[src/rtl/demux_1to2_stream_if.sv]
// Handshake bundle for the 1:2 stream demux: one producer side and two consumer lanes.
// The slave modport is the demux's view; the master modport is the view of whatever drives it.
interface demux_1to2_stream_if #(
    parameter int n = 8
);
    logic [n-1:0] d;
    logic         sel;
    logic         in_valid;
    logic         in_ready;
    logic [n-1:0] q0;
    logic         q0_valid;
    logic         q0_ready;
    logic [n-1:0] q1;
    logic         q1_valid;
    logic         q1_ready;

    modport master (
        output d, sel, in_valid, q0_ready, q1_ready,
        input  in_ready, q0, q0_valid, q1, q1_valid
    );

    modport slave (
        input  d, sel, in_valid, q0_ready, q1_ready,
        output in_ready, q0, q0_valid, q1, q1_valid
    );
endinterface

[src/rtl/demux_1to2_stream.sv]
// Registered 1:2 valid/ready demux: each lane is a one-deep EMPTY/FULL output register.
// Optional drain counters cnt0/cnt1 are built when DEMUX_1TO2_CNT_EN is defined.
module demux_1to2_stream #(
    parameter int n = 8
) (
    input  logic                clk,
    input  logic                rst_n,
    input  logic                en,
    demux_1to2_stream_if.slave  bus
`ifdef DEMUX_1TO2_CNT_EN
    ,
    output logic [15:0]         cnt0,
    output logic [15:0]         cnt1
`endif
);

    typedef enum logic {
        EMPTY = 1'b0,
        FULL  = 1'b1
    } lane_state_t;

    lane_state_t  state_r      [2];
    lane_state_t  state_next_s [2];
    logic [n-1:0] data_r       [2];
    logic [1:0]   valid_s;
    logic [1:0]   lane_ready_s;
    logic [1:0]   load_s;
    logic [1:0]   drain_s;
    logic         in_ready_s;

    assign valid_s      = {state_r[1] == FULL, state_r[0] == FULL};
    assign lane_ready_s = {bus.q1_ready, bus.q0_ready};

    // Acceptance looks only at the selected lane, so a stalled lane never blocks the other
    always_comb begin
        in_ready_s = en && rst_n && (!valid_s[bus.sel] || lane_ready_s[bus.sel]);
        load_s     = {bus.in_valid && in_ready_s && bus.sel,
                      bus.in_valid && in_ready_s && !bus.sel};
        drain_s    = valid_s & lane_ready_s;
        for (int k = 0; k < 2; k++) begin
            state_next_s[k] = state_r[k];
            case (state_r[k])
                EMPTY: begin
                    if (load_s[k]) state_next_s[k] = FULL;
                    else           state_next_s[k] = EMPTY;
                end
                FULL: begin
                    if (drain_s[k] && !load_s[k]) state_next_s[k] = EMPTY;
                    else                          state_next_s[k] = FULL;
                end
                default: state_next_s[k] = EMPTY;
            endcase
        end
    end

    // Lane state registers
    always_ff @(posedge clk or negedge rst_n) begin
        if (!rst_n) begin
            for (int k = 0; k < 2; k++) state_r[k] <= EMPTY;
        end else begin
            for (int k = 0; k < 2; k++) state_r[k] <= state_next_s[k];
        end
    end

    // Lane data registers keep their last word after a drain
    always_ff @(posedge clk or negedge rst_n) begin
        if (!rst_n) begin
            for (int k = 0; k < 2; k++) data_r[k] <= {n{1'b0}};
        end else begin
            for (int k = 0; k < 2; k++) begin
                if (load_s[k]) data_r[k] <= bus.d;
            end
        end
    end

    assign bus.in_ready = in_ready_s;
    assign bus.q0       = data_r[0];
    assign bus.q0_valid = valid_s[0];
    assign bus.q1       = data_r[1];
    assign bus.q1_valid = valid_s[1];

`ifdef DEMUX_1TO2_CNT_EN
    logic [15:0] cnt_r [2];

    // Per-lane completed-drain counters, wrapping at 16 bits
    always_ff @(posedge clk or negedge rst_n) begin
        if (!rst_n) begin
            for (int k = 0; k < 2; k++) cnt_r[k] <= 16'd0;
        end else begin
            for (int k = 0; k < 2; k++) begin
                if (drain_s[k]) cnt_r[k] <= cnt_r[k] + 16'd1;
            end
        end
    end

    assign cnt0 = cnt_r[0];
    assign cnt1 = cnt_r[1];
`endif

endmodule

[src/flat_wrapper.sv]
// flat-port wrapper written by rule: the top's interface ports become plain ports
module demux_1to2_stream_flat 
#(
    parameter int n = 8
)
  (clk, rst_n, en, bus_d, bus_sel, bus_in_valid, bus_q0_ready, bus_q1_ready, bus_in_ready, bus_q0, bus_q0_valid, bus_q1, bus_q1_valid);
  demux_1to2_stream_if #(.n(n)) bus_i ();
  input  logic clk;
  input  logic rst_n;
  input  logic en;
  input wire logic [$bits(bus_i.d)-1:0] bus_d;
  input wire logic [$bits(bus_i.sel)-1:0] bus_sel;
  input wire logic [$bits(bus_i.in_valid)-1:0] bus_in_valid;
  input wire logic [$bits(bus_i.q0_ready)-1:0] bus_q0_ready;
  input wire logic [$bits(bus_i.q1_ready)-1:0] bus_q1_ready;
  output wire logic [$bits(bus_i.in_ready)-1:0] bus_in_ready;
  output wire logic [$bits(bus_i.q0)-1:0] bus_q0;
  output wire logic [$bits(bus_i.q0_valid)-1:0] bus_q0_valid;
  output wire logic [$bits(bus_i.q1)-1:0] bus_q1;
  output wire logic [$bits(bus_i.q1_valid)-1:0] bus_q1_valid;
  assign bus_i.d = bus_d;
  assign bus_i.sel = bus_sel;
  assign bus_i.in_valid = bus_in_valid;
  assign bus_i.q0_ready = bus_q0_ready;
  assign bus_i.q1_ready = bus_q1_ready;
  assign bus_in_ready = bus_i.in_ready;
  assign bus_q0 = bus_i.q0;
  assign bus_q0_valid = bus_i.q0_valid;
  assign bus_q1 = bus_i.q1;
  assign bus_q1_valid = bus_i.q1_valid;
  demux_1to2_stream #(.n(n)) u_core (.clk(clk), .rst_n(rst_n), .en(en), .bus(bus_i));
endmodule
[config.mk]
export PLATFORM = sky130hd
export DESIGN_NAME = demux_1to2_stream_flat
export DESIGN_NICKNAME = d
export VERILOG_FILES = /design/src/rtl/demux_1to2_stream_if.sv /design/src/rtl/demux_1to2_stream.sv /design/src/flat_wrapper.sv
export SDC_FILE = /design/constraint.sdc
export NUM_CORES = 1
export LEC_CHECK = 0
export CORE_MARGIN = 5
export CORE_UTILIZATION = 39
export CTS_CLUSTER_SIZE = 10
export DETAILED_ROUTE_END_ITERATION = 7
export PLACE_DENSITY = 0.75
export SLEW_MARGIN = 40
export SYNTH_ARGS = -nofsm -noshare
export SYNTH_HDL_FRONTEND = slang
export SYNTH_SLANG_ARGS = --single-unit
[constraint.sdc]
create_clock -name clk -period 1.6 [get_ports clk]
set_clock_uncertainty 0.15 [all_clocks]
set_input_delay 0.16 -clock clk [delete_from_list [all_inputs] [get_ports clk]]
set_output_delay 0.16 -clock clk [all_outputs]
set_load 0.02 [all_outputs]
==> results of run 1 <==
==> registers in the layout, summed over array words and instances, names as in the netlist <==
| name | flops |
|---|---|
| u_core.bus.q1 | 8 |
| u_core.bus.q1_valid | 1 |
| u_core.bus.q0 | 8 |
| u_core.bus.q0_valid | 1 |
==> worst reg2reg max path: stages, from the launching register on <==
cell and delay, ps:
dfrtp_1 400, nand2b_1 110, buf_4 120, nor3b_4 190, buf_4 160, mux2_2 330
==> metrics by stage <==
step	std cells	cell area (um2)	setup slack [ps]	util [%]	power, mW
after floorplan	45	716	59.3	-	0.822
after global placement	110	1130	-303	65.4	1.09
after detailed placement	110	1130	-360	65.4	1.10
after CTS	114	1160	1.89	67.2	1.38
after global routing	115	1260	-40.7	73.0	1.45
final	115	1260	23.0	73.0	1.38
==> area by class of cell <==
class	instances	share of cell area, %
repair buffers	41	35.4
clock buffers	4	2.88
flip-flops and latches	18	35.7
multi-input cells	27	23.5
well taps	25	2.48
==> kinds of logic after synthesis <==
kind of cell | Yosys count
muxes | 16
DFF | 18
and+or+nand+nor | 9
AOI/OAI and AO/OA | 2
==> final timing paths <==
check	startpoint	cells after the start	slack [ps]	to
setup / recovery	u_core.bus.q0_valid$_DFF_PN0_	5	20	u_core.bus.q0[2]$_DFFE_PN0P_
hold / removal	rst_n	2	140	u_core.bus.q1_valid$_DFF_PN0_
setup reg to reg	u_core.bus.q0_valid$_DFF_PN0_	5	20	u_core.bus.q0[2]$_DFFE_PN0P_
hold reg to reg	u_core.bus.q1[0]$_DFFE_PN0P_	1	360	u_core.bus.q1[0]$_DFFE_PN0P_
max in group asynchronous	rst_n	2	1010	u_core.bus.q1[0]$_DFFE_PN0P_
min in group clk	bus_d[7]	2	340	u_core.bus.q0[7]$_DFFE_PN0P_
==> layout by cell type (no fill, tap or decap) <==
master,instances
a211oi_2,1
buf_12,1
buf_4,7
buf_6,1
clkbuf_4,3
clkbuf_8,1
clkdlybuf4s50_1,15
dfrtp_1,18
dlymetal6s2s_1,17
mux2_2,11
mux2_4,5
nand2_1,1
nand2b_1,2
nand3_2,1
nand4_1,1
nor2_1,1
nor2_4,1
nor2b_4,1
nor3b_4,1
o21ai_0,1
==> routing by layer <==
metal | vias up | global-route usage (%) | wire length, um
met5 | - | 0 | 0
met3 | 4 | 3.42 | 144
met4 | 0 | 6.38 | 24
li1 | 251 | - | -
met1 | 257 | 17.4 | 719
met2 | 21 | 19.0 | 863
==> report_power, final <==
group          leakage [nW]  total (mW)  internal [mW]  switching [mW]
clock network        0.0210       0.283          0.139           0.144
logic                 0.467       0.498          0.276           0.222
registers             0.219       0.596          0.550          0.0461
==> what timing repair did <==
action	4_1_cts	5_1_grt
pin swaps	0	2
cloned	0	0
endpoints found under the setup margin	1	33
gates resized for setup	5	27
setup buffers	0	1
==> flow_summary.json, run 1 <==
{
  "p_leak_nw": 0.707,
  "synthCells": 45,
  "dpl.hpwl_um": 1210,
  "worstPathRequired_ps": 1640,
  "ys_warn_count": 0,
  "antenna_cells": 0,
  "start_util_pct": 41.4,
  "path_cells": "nand2b_1 -> buf_4 -> nor3b_4 -> buf_4 -> mux2_2",
  "synth_area_um2": 716,
  "ys.flop_type": "dfrtp_1",
  "die_x_um": 52.8,
  "fp.coreArea_mm2": 0.00173,
  "gp_congestion": 0.647,
  "yosysTopAreaCell": "dfrtp_1",
  "cp-start-kind": "flip-flop",
  "cap_violations": 0,
  "yosysSeqAreaShare_pct": 62.9,
  "cp_common_cell": "buf_4",
  "rsz0062_at_grt": "yes",
  "yosys-mux-area-fraction_pct": 25.2,
  "synth_top_family_by_area": "multiplexers",
  "clkSlewWorstSetupHoldPaths_ps": 100,
  "cts.sinks": 18,
  "hold_violations": 0,
  "synth_area_leaders": "dfrtp_1, mux2_2, nor3b_4",
  "timing.final.crit_share_pct": 98.6,
  "slew_headroom_pct": 83.4,
  "setup_viol": 0,
  "end_kind": "flip-flop",
  "port_buffers": 33,
  "fmax_mhz": 634,
  "period_needed_ps": 1580,
  "cts_buffers": 3,
  "drc": 0,
  "drv_slew": 0,
  "synth_edf_count": 0,
  "vias": 533,
  "clock-root-buffer": "clkbuf_4",
  "hold_slack_ps": 144,
  "status": "complete, no violations",
  "ys_seq_elements": 18,
  "grt-ovfl-total": 0,
  "worst_slew_pin_slew_ps": 249,
  "htreeDepth": 1,
  "synth.top_cells.by_count": "dfrtp_1, mux2_2, nand2b_1",
  "avgSynthCellArea_um2": 15.9,
  "cts_hold_buf": 0,
  "die_y_um": 52.8,
  "wl_um": 1750,
  "worst-setup-path-type": "reg -> reg",
  "synthSimpleGateAreaFrac_pct": 10.1,
  "first_pass_iters": 3,
  "critPathArrivalTime_ps": 1620,
  "peakVddDrop_mv": 0.768,
  "path_buf_inv": 2,
  "regArea_um2": 450,
  "crit_path_max_fanout": 3,
  "nFillCells": 136,
  "grt_max_degree": 11,
  "synth_cell_types": 12,
  "grt_pass1_vias": 586,
  "synth_compound_area_share_pct": 1.75,
  "yosys.area_share.xor_xnor_pct": 0,
  "avgRoutedWirePerCell_um": 15.2,
  "drt_iter0_drc": 2,
  "p_per_area_mw_per_mm2": 1090,
  "tritoncts": "done",
  "hp-class": "in -> async",
  "syn_to_final_growth_pct": 76.2,
  "synth_top_cell_area_share_pct": 62.9,
  "io_pins": 34,
  "track_usage_pct": 12.9,
  "multi_input_comb_area_um2": 297,
  "cp_top_family": "flip-flops",
  "fin_nets": 106,
  "rows": 15,
  "async_reset_ff_share_pct": 100,
  "syn_nets": 60,
  "timing.setup.tns_ps": 0,
  "synthAdderAreaFrac_pct": 0,
  "clockBufferDepth": 2,
  "clock_latency_ps": 290,
  "critPathSlowestCell": "dfrtp_1",
  "drtAntennaViolNets": 0,
  "die_area_mm2": 0.00279,
  "drive_gt1_share_pct": 37.8,
  "grt_first_pass_wirelength_um": 2590,
  "antenna_found_initial": 0,
  "yosys.cell_count.top_type": "dfrtp_1",
  "vias_per_cell": 4.63,
  "critical-path-max-stage-delay_ps": 400
}
Power figures use the tool's default switching activity.
==> inputs of run 2 (changes only) <==
- CORE_MARGIN: 5 -> 2
- REMOVE_ABC_BUFFERS: default -> 1
==> flow_summary.json, run 2 (synthesis gave the netlist of run 1 again) <==
{
  "antenna_cells": 0,
  "fp.coreArea_mm2": 0.00173,
  "drive_gt1_share_pct": 35.2,
  "p_leak_nw": 0.659,
  "dpl.hpwl_um": 1170,
  "grt_max_degree": 11,
  "grt-ovfl-total": 0,
  "pre_cts_slack_ps": -307,
  "fin_nets": 107,
  "track_usage_pct": 14.8,
  "vias": 533,
  "timing.setup.tns_ps": 0,
  "hold_violations": 0,
  "wl_um": 1520,
  "cap_violations": 0,
  "path_cells": "clkdlybuf4s50_1",
  "peakVddDrop_mv": 0.727,
  "status": "complete, no violations",
  "crit_path_max_fanout": 2,
  "die_y_um": 46.8,
  "layout_commonest_cell": "dfrtp_1",
  "critical_path_depth": 1,
  "r2r_cells": 5,
  "gp_congestion": 0.706,
  "postCtsSetupBuffers": 0,
  "slew_headroom_pct": 82.4,
  "timing.final.crit_share_pct": 97.6,
  "die_x_um": 46.8,
  "fmax_mhz": 640,
  "p_per_area_mw_per_mm2": 1100,
  "cp_top_family": "buffers and inverters",
  "rows": 15,
  "die_area_mm2": 0.00219,
  "clockBufferDepth": 2,
  "setup_viol": 0,
  "dpl_cell_area_mm2": 0.00114,
  "start_util_pct": 41.4,
  "first_pass_iters": 4,
  "hold_depth": 3,
  "drtAntennaViolNets": 0,
  "worstPathRequired_ps": 1290,
  "drc": 0,
  "io_pins": 34,
  "path_buf_inv": 1,
  "port_buffers": 33,
  "drv_slew": 0,
  "cts.sinks": 18,
  "grt_pass1_vias": 534,
  "hold_slack_ps": 127,
  "grt_first_pass_wirelength_um": 2210,
  "cts_buffers": 3,
  "end_kind": "primary output",
  "antenna_found_initial": 0,
  "worst-setup-path-type": "reg -> out",
  "vias_per_cell": 4.59,
  "hp-class": "in -> reg",
  "period_needed_ps": 1560,
  "fin_area_mm2": 0.00122,
  "clkSlewWorstSetupHoldPaths_ps": 100,
  "drt_iter0_drc": 1,
  "htreeDepth": 1,
  "syn_to_final_growth_pct": 69.9,
  "critical-path-max-stage-delay_ps": 600,
  "clock_latency_ps": 290,
  "cp-start-kind": "flip-flop",
  "critPathArrivalTime_ps": 1250,
  "fin_ws_ps": 38.0,
  "power_mw": 1.34,
  "layout_common_cells": "dfrtp_1, clkdlybuf4s50_1, mux2_2",
  "critPathSlowestCell": "clkdlybuf4s50_1",
  "worst_slew_pin_slew_ps": 263,
  "clock-root-buffer": "clkbuf_4",
  "avgRoutedWirePerCell_um": 13.1,
  "tritoncts": "done"
}
run 2: cell count changes in the layout (fill, tap and decap cells not counted), moves of 2 or more:
cell | before | now
mux2_2 | 11 | 16
mux2_4 | 5 | 0
dlymetal6s2s_1 | 17 | 14
clkdlybuf4s50_1 | 15 | 17
run 2: power by group:
group	total, mW	internal (mW)	switching [mW]
clock	0.272	0.138	0.133
sequential	0.592	0.550	0.0425
combinational	0.477	0.258	0.219
run 2: final cells by class:
class | instances | area, um2
flip-flops and latches | 18 | 450
repair buffers | 42 | 433
multi-input cells | 27 | 265
well taps | 25 | 31.3
clock buffers | 4 | 36.3
fillers | 141 | 510
run 2: timing repair:
action	4_1_cts	5_1_grt
endpoints found under the setup margin	2	25
hold endpoints to repair	0	18
hold buffers	0	1
resized for setup	6	15
pin swaps	0	2
run 2: path summary, 6_finish.rpt:
kind / start / end / slack (ps)
setup / recovery: u_core.bus.q0[1]$_DFFE_PN0P_ / bus_q0[1] / 40
hold / removal: rst_n / u_core.bus.q0_valid$_DFF_PN0_ / 130
hold reg to reg: u_core.bus.q1[6]$_DFFE_PN0P_ / u_core.bus.q1[6]$_DFFE_PN0P_ / 360
setup reg to reg: u_core.bus.q0_valid$_DFF_PN0_ / u_core.bus.q0[0]$_DFFE_PN0P_ / 40
max in group asynchronous: rst_n / u_core.bus.q1[5]$_DFFE_PN0P_ / 860
min in group asynchronous: rst_n / u_core.bus.q0[2]$_DFFE_PN0P_ / 310
run 2: metal layers:
metal  wire, um  track usage [%]  up-vias  part of all wire (%)
met1        628             17.4      257                    41
met4         11             8.33        0                  0.72
met2        753             23.6       19                    49
met3        129             5.38        2                   8.5
li1           -                -      255                     -
met5          0                0        -                     0
run 2: through the flow:
step                std cells  util (%)
CTS                       115      67.6
detailed placement        111      65.9
floorplan                  45         -
global placement          111      65.9
finish                    116      70.4
global route              116      70.4
